$ cat config.mk
export PLATFORM = sky130hd
export DESIGN_NAME = servo_pwm_decoder
export DESIGN_NICKNAME = d
export VERILOG_FILES = /design/src/rtl/servo_pwm_decoder.sv
export SDC_FILE = /design/constraint.sdc
export NUM_CORES = 1
export LEC_CHECK = 0
export BUFFER_PORTS_ARGS = -buffer_cell sky130_fd_sc_hd__buf_2
export CORE_ASPECT_RATIO = 0.9
export CORE_UTILIZATION = 65
export DETAILED_ROUTE_END_ITERATION = 10
export PLACE_DENSITY = 0.87
export SLEW_MARGIN = 40
export SYNTH_ARGS = -nofsm -noshare
export SYNTH_HDL_FRONTEND = slang
export SYNTH_SLANG_ARGS = --single-unit
export TNS_END_PERCENT = 5
$ cat constraint.sdc
create_clock -name clk -period 6.5 [get_ports clk]
set_input_delay 0.325 -clock clk [delete_from_list [all_inputs] [get_ports clk]]
set_output_delay 0.325 -clock clk [all_outputs]
set_load 0.01 [all_outputs]
$ cat src/rtl/servo_pwm_decoder.sv
// servo_pwm_decoder: receive side of the servo-style PWM link.
// Synchronises pwm_in, measures each high pulse in ticks (rounded to the
// nearest tick, halves up) and maps (speed+MIN_TICKS) ticks to a 3-bit code.
// Malformed or stuck-high pulses raise err; a long silent line drops locked.
module servo_pwm_decoder #(
  parameter int TICK_CYCLES    = 25000,
  parameter int MIN_TICKS      = 2,
  parameter int MAX_HIGH_TICKS = 16,
  parameter int TIMEOUT_TICKS  = 160
) (
  input  logic       clk,
  input  logic       rst_n,
  input  logic       pwm_in,
  output logic [2:0] speed,
  output logic       valid,
  output logic       err,
  output logic       locked
);

  localparam int SUB_W    = (TICK_CYCLES > 1) ? $clog2(TICK_CYCLES) : 1;
  localparam int TICK_TOP = (MAX_HIGH_TICKS > TIMEOUT_TICKS) ? MAX_HIGH_TICKS : TIMEOUT_TICKS;
  localparam int TICK_W   = $clog2(TICK_TOP + 1);
  // high_cycles never exceeds MAX_HIGH_TICKS*TICK_CYCLES+1 before the stuck exit
  localparam int HC_W     = $clog2((MAX_HIGH_TICKS + 1) * TICK_CYCLES + 1);

  localparam logic [SUB_W-1:0]  SUB_LAST      = SUB_W'(TICK_CYCLES - 1);
  localparam logic [TICK_W-1:0] HIGH_LIMIT    = TICK_W'(MAX_HIGH_TICKS);
  localparam logic [TICK_W-1:0] TIMEOUT_LIMIT = TICK_W'(TIMEOUT_TICKS);

  typedef enum logic [1:0] {
    S_SYNC = 2'd0,
    S_WAIT = 2'd1,
    S_HIGH = 2'd2
  } state_t;

  logic s1_reg, s2_reg, prev_reg;
  logic rise, fall;

  state_t            state_reg, state_next;
  logic [SUB_W-1:0]  sub_cnt_reg, sub_cnt_next;
  logic [TICK_W-1:0] tick_cnt_reg, tick_cnt_next;
  logic [HC_W-1:0]   high_cycles_reg, high_cycles_next;
  logic [2:0]        speed_reg, speed_next;
  logic              valid_reg, valid_next;
  logic              err_reg, err_next;
  logic              locked_reg, locked_next;

  logic              wrap;
  logic [SUB_W-1:0]  sub_adv;
  logic [TICK_W-1:0] tick_inc, tick_adv;
  logic [31:0]       w_ticks;
  logic              w_in_range;

  assign rise = s2_reg & ~prev_reg;
  assign fall = ~s2_reg & prev_reg;

  // Two-flop synchroniser plus one cycle of history for edge detection
  always_ff @(posedge clk or negedge rst_n) begin
    if (!rst_n) begin
      s1_reg   <= 1'b0;
      s2_reg   <= 1'b0;
      prev_reg <= 1'b0;
    end else begin
      s1_reg   <= pwm_in;
      s2_reg   <= s1_reg;
      prev_reg <= s2_reg;
    end
  end

  // Tick counter advance and rounded pulse width, shared by the FSM
  always_comb begin
    wrap       = (sub_cnt_reg == SUB_LAST);
    sub_adv    = wrap ? '0 : sub_cnt_reg + SUB_W'(1);
    tick_inc   = tick_cnt_reg + TICK_W'(1);
    tick_adv   = wrap ? tick_inc : tick_cnt_reg;
    w_ticks    = (32'(high_cycles_reg) + 32'(TICK_CYCLES / 2)) / 32'(TICK_CYCLES);
    w_in_range = (w_ticks >= 32'(MIN_TICKS)) && (w_ticks <= 32'(MIN_TICKS + 7));
  end

  // Next-state and output decode; counters clear whenever a state is entered
  always_comb begin
    state_next       = state_reg;
    sub_cnt_next     = sub_cnt_reg;
    tick_cnt_next    = tick_cnt_reg;
    high_cycles_next = high_cycles_reg;
    speed_next       = speed_reg;
    valid_next       = 1'b0;
    err_next         = 1'b0;
    locked_next      = locked_reg;

    case (state_reg)
      S_SYNC: begin
        sub_cnt_next  = '0;
        tick_cnt_next = '0;
        if (!s2_reg) begin
          state_next = S_WAIT;
        end
      end
      S_WAIT: begin
        if (rise) begin
          // the rise cycle itself is the first high cycle
          state_next       = S_HIGH;
          sub_cnt_next     = '0;
          tick_cnt_next    = '0;
          high_cycles_next = HC_W'(1);
        end else if (tick_cnt_reg == TIMEOUT_LIMIT) begin
          // counters parked at the timeout value until the next rise
          locked_next = 1'b0;
        end else begin
          sub_cnt_next  = sub_adv;
          tick_cnt_next = tick_adv;
        end
      end
      S_HIGH: begin
        if (fall) begin
          state_next    = S_WAIT;
          sub_cnt_next  = '0;
          tick_cnt_next = '0;
          if (w_in_range) begin
            speed_next  = 3'(w_ticks - 32'(MIN_TICKS));
            valid_next  = 1'b1;
            locked_next = 1'b1;
          end else begin
            err_next    = 1'b1;
            locked_next = 1'b0;
          end
        end else if (wrap && (tick_inc == HIGH_LIMIT)) begin
          // stuck high: resynchronise on the next low level
          state_next    = S_SYNC;
          sub_cnt_next  = '0;
          tick_cnt_next = '0;
          err_next      = 1'b1;
          locked_next   = 1'b0;
        end else begin
          sub_cnt_next     = sub_adv;
          tick_cnt_next    = tick_adv;
          high_cycles_next = high_cycles_reg + HC_W'(1);
        end
      end
      default: begin
        state_next    = S_SYNC;
        sub_cnt_next  = '0;
        tick_cnt_next = '0;
      end
    endcase
  end

  // FSM, counter and output registers
  always_ff @(posedge clk or negedge rst_n) begin
    if (!rst_n) begin
      state_reg       <= S_SYNC;
      sub_cnt_reg     <= '0;
      tick_cnt_reg    <= '0;
      high_cycles_reg <= '0;
      speed_reg       <= 3'd0;
      valid_reg       <= 1'b0;
      err_reg         <= 1'b0;
      locked_reg      <= 1'b0;
    end else begin
      state_reg       <= state_next;
      sub_cnt_reg     <= sub_cnt_next;
      tick_cnt_reg    <= tick_cnt_next;
      high_cycles_reg <= high_cycles_next;
      speed_reg       <= speed_next;
      valid_reg       <= valid_next;
      err_reg         <= err_next;
      locked_reg      <= locked_next;
    end
  end

  assign speed  = speed_reg;
  assign valid  = valid_reg;
  assign err    = err_reg;
  assign locked = locked_reg;

endmodule

==> results.ini, run 1 <==
[cells_and_area]
largest_register_ffs=19
finalNonFillerCells=815
nets=728
area_growth_syn_to_layout_pct=2.48
drive_gt1_share_pct=8.38
fin_util_pct=69.2
n_antenna_cell=0
design_area_sq_um=5580

[logic_synthesis]
synth_xor_area_share_pct=8.50
postSynthAreaPerCell_sq_um=7.44
ys_seq_area_share_pct=24.4
synth_area_leaders=dfrtp_1 (24%), nand2_1 (6.9%), o21ai_0 (5.2%)
synth-compound-area-share_pct=28.0
yosysTopAreaCell=dfrtp_1
synth_flop_cell=dfrtp_1
synth_edf_count=0
async_flop_share_pct=100
synth_mux_area_share_pct=2.92
synth_area_sq_um=5450
synthSimpleGateAreaFrac_pct=28.9
syn_inst=732
ys_seq_elements=53
synth_top_family_by_area=simple AND/OR/NAND/NOR gates
synth_top_area_share_pct=24.4
syn_nets=745
ys.warnings.count=0
yosysUniqueCellTypes=80
synthAdderAreaFrac_pct=2.85

[clocking]
cts_root_buffer=clkbuf_8
path_clk_slew_ns=0.10
ctsLongestPathBuffers=2
clock_latency_ns=0.31
numCtsBuffers=5
cts_tree=done
clock-sinks=53
postCtsSetupBuffers=0
h-tree-depth=2

[critical_path]
cp_slowest_cell=or4_1
cp.arrival_ns=6.45
crit_type=flop to flop
cp-end-kind=flop
r2r_start=high_cycles_reg[6]
crit_path_start=high_cycles_reg[6]
cp.required_ns=6.70
path_cells=or4_1 > o221a_2 > xor2_2 > a41oi_2 > a211o_1 > a221o_1 > and4_4 > and3_4 > a21boi_4 > xnor2_1 > a2111oi_4 > or2_4 > o311ai_4 > o311ai_4 > a21oi_2 > a21o_1 > a211o_1 > a21oi_2 > nor3_2
max_stage_delay_ns=0.66
path_max_fanout=15
startpoint_type=flop

[grt]
grt_pass1_wl_um=23400
grt_pass1_vias=5069
grt_max_degree=54
track_usage_pct=32.7
grt.overflow.total=0
antenna_found_initial=0

[place]
dp.cells=807
hpwl_um=10500
place_area_sq_um=5480
placement.io_buffers=8
place_ws_ns=0.317
place_congestion=0.958

[routing]
avgViaCountPerCell=6.85
vias=5585
drt_wl_total_um=13900
drc=0
drtIter0Drc=446
first_pass_iters=8
final_antenna_net_count=0
wire_per_inst_um=17.0

[power_and_ir_drop]
leakage_nw=2.24
total_power_mw=0.712
irDropWorstVdd_mv=0.170
power_density_nw_per_um2=128

[sta]
fin_crit_sh_pct=96.2
relSlewSlack_pct=43.1
max_freq_mhz=160
setup_viol=0
tightest_slew_ns=0.848
finalClockSkew_ns=0.0114
hold-worst-slack_ns=0.109
tns_ns=0
period_needed_ns=6.25
hold_viol=0
rsz0062_at_grt=false
final-max-slew-violation-count=0
fin_ws_ns=0.249

[floorplan]
fp.dieW_um=98.5
core_sq_um=8070
die_h_um=88.8
start_util_pct=67.5
rows=31
dieArea_sq_um=8750
ios=9

[min_path]
hold_class=primary input to async pin

[outcome]
status=finished clean

[run]
maxCapViolCount=0

cell usage after synthesis (4+ instances only):
cell and n:
nand2_1 100, nor2_1 72, o21ai_0 57, dfrtp_1 53, a21oi_1 48, nand3_1 33
xnor2_1 31, nor3_1 23, clkbuf_1 22, xor2_1 20, inv_1 16, nand4_1 15
and3_1 14, buf_2 12, o22ai_1 12, a31oi_1 11, or3_1 11, a211oi_1 10
ha_1 10, mux2i_1 10, nand2b_1 10, a21o_1 7, and2_1 7, nor2b_1 7
nor4_1 7, o211ai_1 7, a211o_1 6, o21a_1 6, a21oi_2 5, or4_1 5
a22o_1 4, mux2_2 4, o31ai_1 4, or2_2 4
layout by cell type (no fill, tap or decap), drive strengths merged, types with 17 or more instances in the layout:
cell   instances
xor2          21
o21ai         61
nor2          73
nor3          24
a21oi         53
nand3         33
dfrtp         53
inv           17
nand2        100
xnor2         31
final cells by class:
class                      instances  area, sq um
clock buffer                       5         68.8
clock inverter                     3         21.3
fill                             646         2490
inverter                          16         60.1
multi-input combinational        624         3890
sequential                        53         1330
tap                               99          124
timing repair buffer              15         92.6
per-layer routing:
layer | up-vias | share of wire [%] | track usage [%]
met5 | - | 0 | 0
met1 | 2606 | 43 | 42.1
met4 | 0 | 2.6 | 12.3
met3 | 39 | 7.4 | 4.27
li1 | 2653 | - | -
met2 | 287 | 47 | 56.8
path summary, 6_finish.rpt:
path,cells after the start,slack [ns],endpoint
min reg2reg,0,0.36,s2_reg
max reg2reg,19,0.25,speed[0]
min,2,0.11,high_cycles_reg[18]
min in group clk,1,0.12,s1_reg
max in group asynchronous,2,5.93,locked
max,19,0.25,speed[0]
logic make-up after synthesis:
logic type                 Yosys count
and+or+nand+nor                    324
muxes                               15
DFF                                 53
adders and majority gates           13
buffers and inverters               55
xor gates and xnor gates            52
AOI/OAI and AO/OA                  220
critical path, delay by kind of cell, from the launching register on:
family / cells / cell delay, ns
simple gates: 5 / 1.40
compound gates: 12 / 3.69
flops: 1 / 0.56
xor+xnor: 2 / 0.47
report_power, final:
group	internal, mW	switching, mW	total, mW
logic	0.0546	0.103	0.157
clock network	0.0767	0.113	0.189
registers	0.346	0.0190	0.365
timing repair:
action                                  CTS  global route
endpoints found under the setup margin    0             5
hold buffers                              0             0
resized for setup                         0             3
No activity file was read; power rests on OpenSTA's default activity.
==> run 2: changes to the inputs <==
- ABC_AREA: not set -> 1
- CTS_CLUSTER_DIAMETER: not set -> 150
==> run 2 against run 1 <==
Final cell count increased by 17%. Register-to-register slack improved by 0.89 ns. Global-route usage is 1.6 points lower. Clock power decreased by 2%. Critical path depth increased by 17. Power grew 9.0%. Worst setup slack gained 0.89 ns. Final area shrank 1.5%. Sequential cell count did not move. Non-clock buffer count is 6 lower. Highest routed layer unchanged. Largest power group unchanged. Count of clock-buffer cells in the layout unchanged. Synthesized area is 2.5% lower.
==> results.ini, run 2 <==
[critical_path]
crit_type=flop to flop
startpoint_type=flop
critPathBufInv=2
cp-end-kind=flop
path_max_fanout=14
max_stage_delay_ns=0.43
r2r_start=high_cycles_reg[2]
timing.critical_path.mode_cell=nand2_1
cp.arrival_ns=5.57
cp_top_family=simple AND/OR/NAND/NOR gates
rr_worst_depth=36
cp.required_ns=6.71
cp_slowest_cell=dfrtp_1
worstReg2RegEnd=speed[0]
r2r_setup_slack_ns=1.14

[sta]
fin_crit_sh_pct=82.4
hold-worst-slack_ns=0.119
finalClockSkew_ns=0.0100
hold_viol=0
tns_ns=0
relSlewSlack_pct=50.2
setup_viol=0
tightest_slew_ns=0.742
fin_ws_ns=1.14
final-max-slew-violation-count=0
max_freq_mhz=187
rsz0062_at_grt=false
period_needed_ns=5.36

[routing]
first_pass_iters=5
drt_wl_total_um=12400
wire_per_inst_um=13.0
drtIter0Drc=363
final_antenna_net_count=0
avgViaCountPerCell=5.69
vias=5426
drc=0

[cells_and_area]
n_antenna_cell=0
nets=869
final_common_cell=nand2_1
design_area_sq_um=5500
drive_gt1_share_pct=13.0
largest_register_ffs=19
layout_common_cells=nand2_1 (262), inv_1 (99), nor2_1 (88), nand3_1 (82), dfrtp_1 (53)
multi_input_area_sq_um=3480
fillers=636
seqCellArea_sq_um=1330
area_growth_syn_to_layout_pct=3.56

[logic_synthesis]
postSynthAreaPerCell_sq_um=6.26
synth_area_sq_um=5310
yosysUniqueCellTypes=50
yosysTopAreaCell=dfrtp_1
synth_commonest_cells=nand2_1 (262), inv_1 (99), nor2_1 (88)
synth_top_area_share_pct=25.0
async_flop_share_pct=100
synth_most_common_cell=nand2_1
synth_flop_cell=dfrtp_1
ys_seq_area_share_pct=25.0
syn_nets=862
synth_area_leaders=dfrtp_1 (25%), nand2_1 (19%), nand3_1 (7.7%)
synth_edf_count=0
ys_seq_elements=53
syn_inst=849
ys.warnings.count=0

[grt]
grt_pass1_vias=5123
antenna_found_initial=0
grt_pass1_wl_um=22100
grt_max_degree=54
grt.overflow.total=0
track_usage_pct=31.0

[clocking]
numCtsBuffers=5
h-tree-depth=2
clock_latency_ns=0.31
cts_tree=done
post_cts_resized=0
cts_hold_buf=0
ctsLongestPathBuffers=2
path_clk_slew_ns=0.10
cts_root_buffer=clkbuf_8
postCtsSetupBuffers=0
clock-sinks=53

[floorplan]
start_util_pct=68.7
ios=9
rows=30
core_sq_um=7730
die_h_um=87.8
fp.dieW_um=97.3
dieArea_sq_um=8540

[place]
place_congestion=0.968
hpwl_um=9830
place_area_sq_um=5410
place_ws_ns=1.21
placement.io_buffers=8

[power_and_ir_drop]
power_density_nw_per_um2=141
leakage_nw=2.86
intPower_mw=0.495
irDropWorstVdd_mv=0.127
pwr-share-seq_pct=48.0
p_clk_share_pct=23.9
power_switching_mw=0.281
p_sw_share_pct=36.2
p_comb_share_pct=28.2

[run]
maxCapViolCount=0

[min_path]
hold_class=primary input to async pin

[outcome]
status=finished clean

run 2: cell count changes after synthesis, moves of 12 or more:
cell / change
inv_2: +12
inv_1: +83
nand3_1: +49
o21ai_0: -25
and3_1: -14
nand2_2: +32
nor2_1: +16
a21oi_1: -22
nand2_1: +162
nor3_1: -13
xnor2_1: -30
clkbuf_1: -20
run 2: routing by layer:
metal  track usage [%]  vias up  part of all wire [%]
met5                 0        -                     0
met2              54.5      171                    48
met1              40.8     2471                    45
met4              10.6        0                   1.7
li1                  -     2755                     -
met3              2.95       29                   4.5
run 2: per-stage QoR:
step / util, % / cells / total power [mW]
2_1_floorplan: - / 849 / 0.529
3_3_place_gp: 70.0 / 945 / 0.579
3_5_place_dp: 70.0 / 945 / 0.591
4_1_cts: 71.1 / 953 / 0.779
5_1_grt: 71.1 / 953 / 0.831
6_report: 71.1 / 953 / 0.776
run 2: cell families (layout without fill, tap and decap cells):
kind of cell | after synthesis | count (layout) | synth area share (%)
AO/OA/AOI/OAI | 100 | 100 | 11.9
XOR/XNOR | 19 | 19 | 3.27
adder cells (fa/ha/maj) | 10 | 10 | 2.36
buffers and inverters | 126 | 134 | 9.59
flip-flops | 53 | 53 | 25.0
AND/OR/NAND/NOR | 541 | 541 | 47.9
run 2: how the worst max path moves through the flow:
| stage | start | endpoint | slack [ns] | cells past startpoint |
|---|---|---|---|---|
| global placement | high_cycles_reg[2] | speed[0] | 1.45 | 37 |
| finish | high_cycles_reg[2] | speed[0] | 1.14 | 36 |
| global route | high_cycles_reg[2] | speed[0] | 0.52 | 37 |
| CTS | high_cycles_reg[2] | speed[0] | 1.20 | 37 |
| detailed placement | high_cycles_reg[2] | speed[0] | 1.21 | 36 |
| floorplan | high_cycles_reg[2] | speed[0] | 2.10 | 41 |
run 2: cell type report:
class / instances / area share (%)
well taps: 96 / 2.18
multi-input cells: 670 / 63.2
clock inverters: 3 / 0.387
repair buffers: 9 / 0.864
flip-flops and latches: 53 / 24.1
inverters: 117 / 8.01
clock buffers: 5 / 1.25
run 2: power by group through the flow:
stage,Combinational [mW],Clock [mW],Sequential [mW]
floorplan,0.153,0,0.377
global placement,0.202,0,0.377
detailed placement,0.211,0,0.379
CTS,0.216,0.191,0.372
global route,0.249,0.206,0.376
finish,0.219,0.185,0.372
==> run 3: changes to the inputs <==
- clock period: 6.5 -> 5.3 ns (I/O delays scaled with it)
==> run 3 against run 2 <==
Final cell count up 1.8%. Die area unchanged. First-iteration DRC count up 12%. Wire length up 11%. Power up 24%. Via count up 5.7%. Count of clock-buffer cells in the layout unchanged. Worst setup slack worse by 0.89 ns. Non-clock buffer count up 16. Utilization up 4.3 points. Critical endpoint unchanged. Largest power group unchanged.
==> results.ini, run 3 (synthesis results as in run 2) <==
[min_path]
hold_class=primary input to flop
hold_depth=1

[sta]
fin_crit_sh_pct=95.3
finalClockSkew_ns=0.0134
max_freq_mhz=198
setup_viol=0
relSlewSlack_pct=49.9
final-max-slew-violation-count=0
fin_ws_ns=0.250
tightest_slew_ns=0.746
period_needed_ns=5.05
hold_viol=0

[cells_and_area]
seqCellArea_sq_um=1330
multi_input_area_sq_um=3670
design_area_sq_um=5830
n_antenna_cell=0
fillers=568
drive_gt1_share_pct=17.4
area_growth_syn_to_layout_pct=9.78
final_common_cell=nand2_1
nets=886
layout_common_cells=nand2_1 (255), inv_1 (99), nand3_1 (81), nor2_1 (80), dfrtp_1 (49)
finalNonFillerCells=970
largest_register_ffs=19

[critical_path]
cp.required_ns=5.52
crit_type=flop to flop
path_max_fanout=14
max_stage_delay_ns=0.51
cp.arrival_ns=5.27
cp-end-kind=flop
cp_slowest_cell=dfrtp_1
startpoint_type=flop
timing.critical_path.mode_cell=nand2_2
rr_worst_depth=35

[run]
maxCapViolCount=0

[clocking]
clock_latency_ns=0.31
ctsLongestPathBuffers=2
cts_hold_buf=0
numCtsBuffers=5
cts_tree=done
h-tree-depth=2
path_clk_slew_ns=0.11
clock-sinks=53
cts_root_buffer=clkbuf_8

[power_and_ir_drop]
p_clk_share_pct=24.4
power_switching_mw=0.347
power_density_nw_per_um2=165
total_power_mw=0.960
leakage_nw=3.03
p_comb_share_pct=28.2
pwr-share-seq_pct=47.4
p_sw_share_pct=36.2
irDropWorstVdd_mv=0.202
intPower_mw=0.613

[place]
place_area_sq_um=5410
hpwl_um=9900
place_ws_ns=-0.00673
place_congestion=0.968
placement.io_buffers=8
dp.cells=945

[floorplan]
ios=9
die_h_um=87.8
start_util_pct=68.7
core_sq_um=7730
dieArea_sq_um=8540
rows=30
fp.dieW_um=97.3

[grt]
grt_pass1_wl_um=21900
track_usage_pct=30.6
grt_pass1_vias=5116
grt_max_degree=54
grt.overflow.total=0
antenna_found_initial=0

[routing]
drc=0
first_pass_iters=7
drtIter0Drc=407
final_antenna_net_count=0
drt_wl_total_um=13700
vias=5735
avgViaCountPerCell=5.91
wire_per_inst_um=14.1

[outcome]
status=finished clean

[run 3: changes by cell type in the layout (fill, tap and decap cells not counted), moves of 4 or more]
cell and delta:
buf_4 +15, dfrtp_1 -4, dfrtp_2 +4, nand2_1 -7, nand2_4 +6, nand3_4 +4, nor2_1 -8, nor2_2 +6
[run 3: cell type report]
| class | count | share of cell area (%) |
|---|---|---|
| sequential | 53 | 22.8 |
| multi-input combinational | 671 | 63.0 |
| clock buffer | 5 | 1.18 |
| tap | 96 | 2.06 |
| clock inverter | 3 | 0.429 |
| timing repair buffer | 25 | 2.94 |
| inverter | 117 | 7.55 |
[run 3: routing by layer]
layer  vias to the layer above  track usage (%)  wire length (um)
met4                         0             10.7               262
met3                        33             2.63               843
met1                      2649             40.2              5770
li1                       2789                -                 -
met5                         -                0                 0
met2                       264             54.0              6840
[run 3: power by group through the flow]
| stage | combinational [mW] | clock [mW] | sequential (mW) |
|---|---|---|---|
| final | 0.271 | 0.234 | 0.455 |
| after global routing | 0.309 | 0.256 | 0.459 |
| after CTS | 0.261 | 0.240 | 0.457 |
| after detailed placement | 0.259 | 0 | 0.465 |
| after global placement | 0.248 | 0 | 0.463 |
| after floorplan | 0.187 | 0 | 0.462 |
[run 3: worst max-delay path, delay by kind of cell (launching register included)]
| kind | cells | cell delay [ns] |
|---|---|---|
| AOI/OAI and AO/OA | 2 | 0.46 |
| and+or+nand+nor | 27 | 3.33 |
| DFF | 1 | 0.51 |
| buffers and inverters | 6 | 0.63 |
[run 3: timing repair]
| action | in CTS | in global routing |
|---|---|---|
| endpoints found under the setup margin | 1 | 6 |
| buffers inserted | 0 | 16 |
| cloned | 0 | 1 |
| resized for setup | 2 | 43 |
| pin swaps | 0 | 11 |
[run 3: worst paths after layout]
path,start,end,slack (ns)
max,high_cycles_reg[16],speed[0],0.25
min,pwm_in,s1_reg,0.05
max reg2reg,high_cycles_reg[16],speed[0],0.25
min reg2reg,s1_reg,s2_reg,0.37
max in group asynchronous,rst_n,high_cycles_reg[8],4.77
min in group asynchronous,rst_n,sub_cnt_reg[8],0.07
[run 3: per-stage QoR]
stage                     setup TNS, ns  hold WS [ns]  utilization, %
after CTS                             0        0.0481            71.3
after floorplan                       0       -0.0306               -
final                                 0        0.0545            75.4
after global routing             -0.155        0.0467            75.4
after global placement                0         0.344            70.0
after detailed placement       -0.00673         0.349            70.0
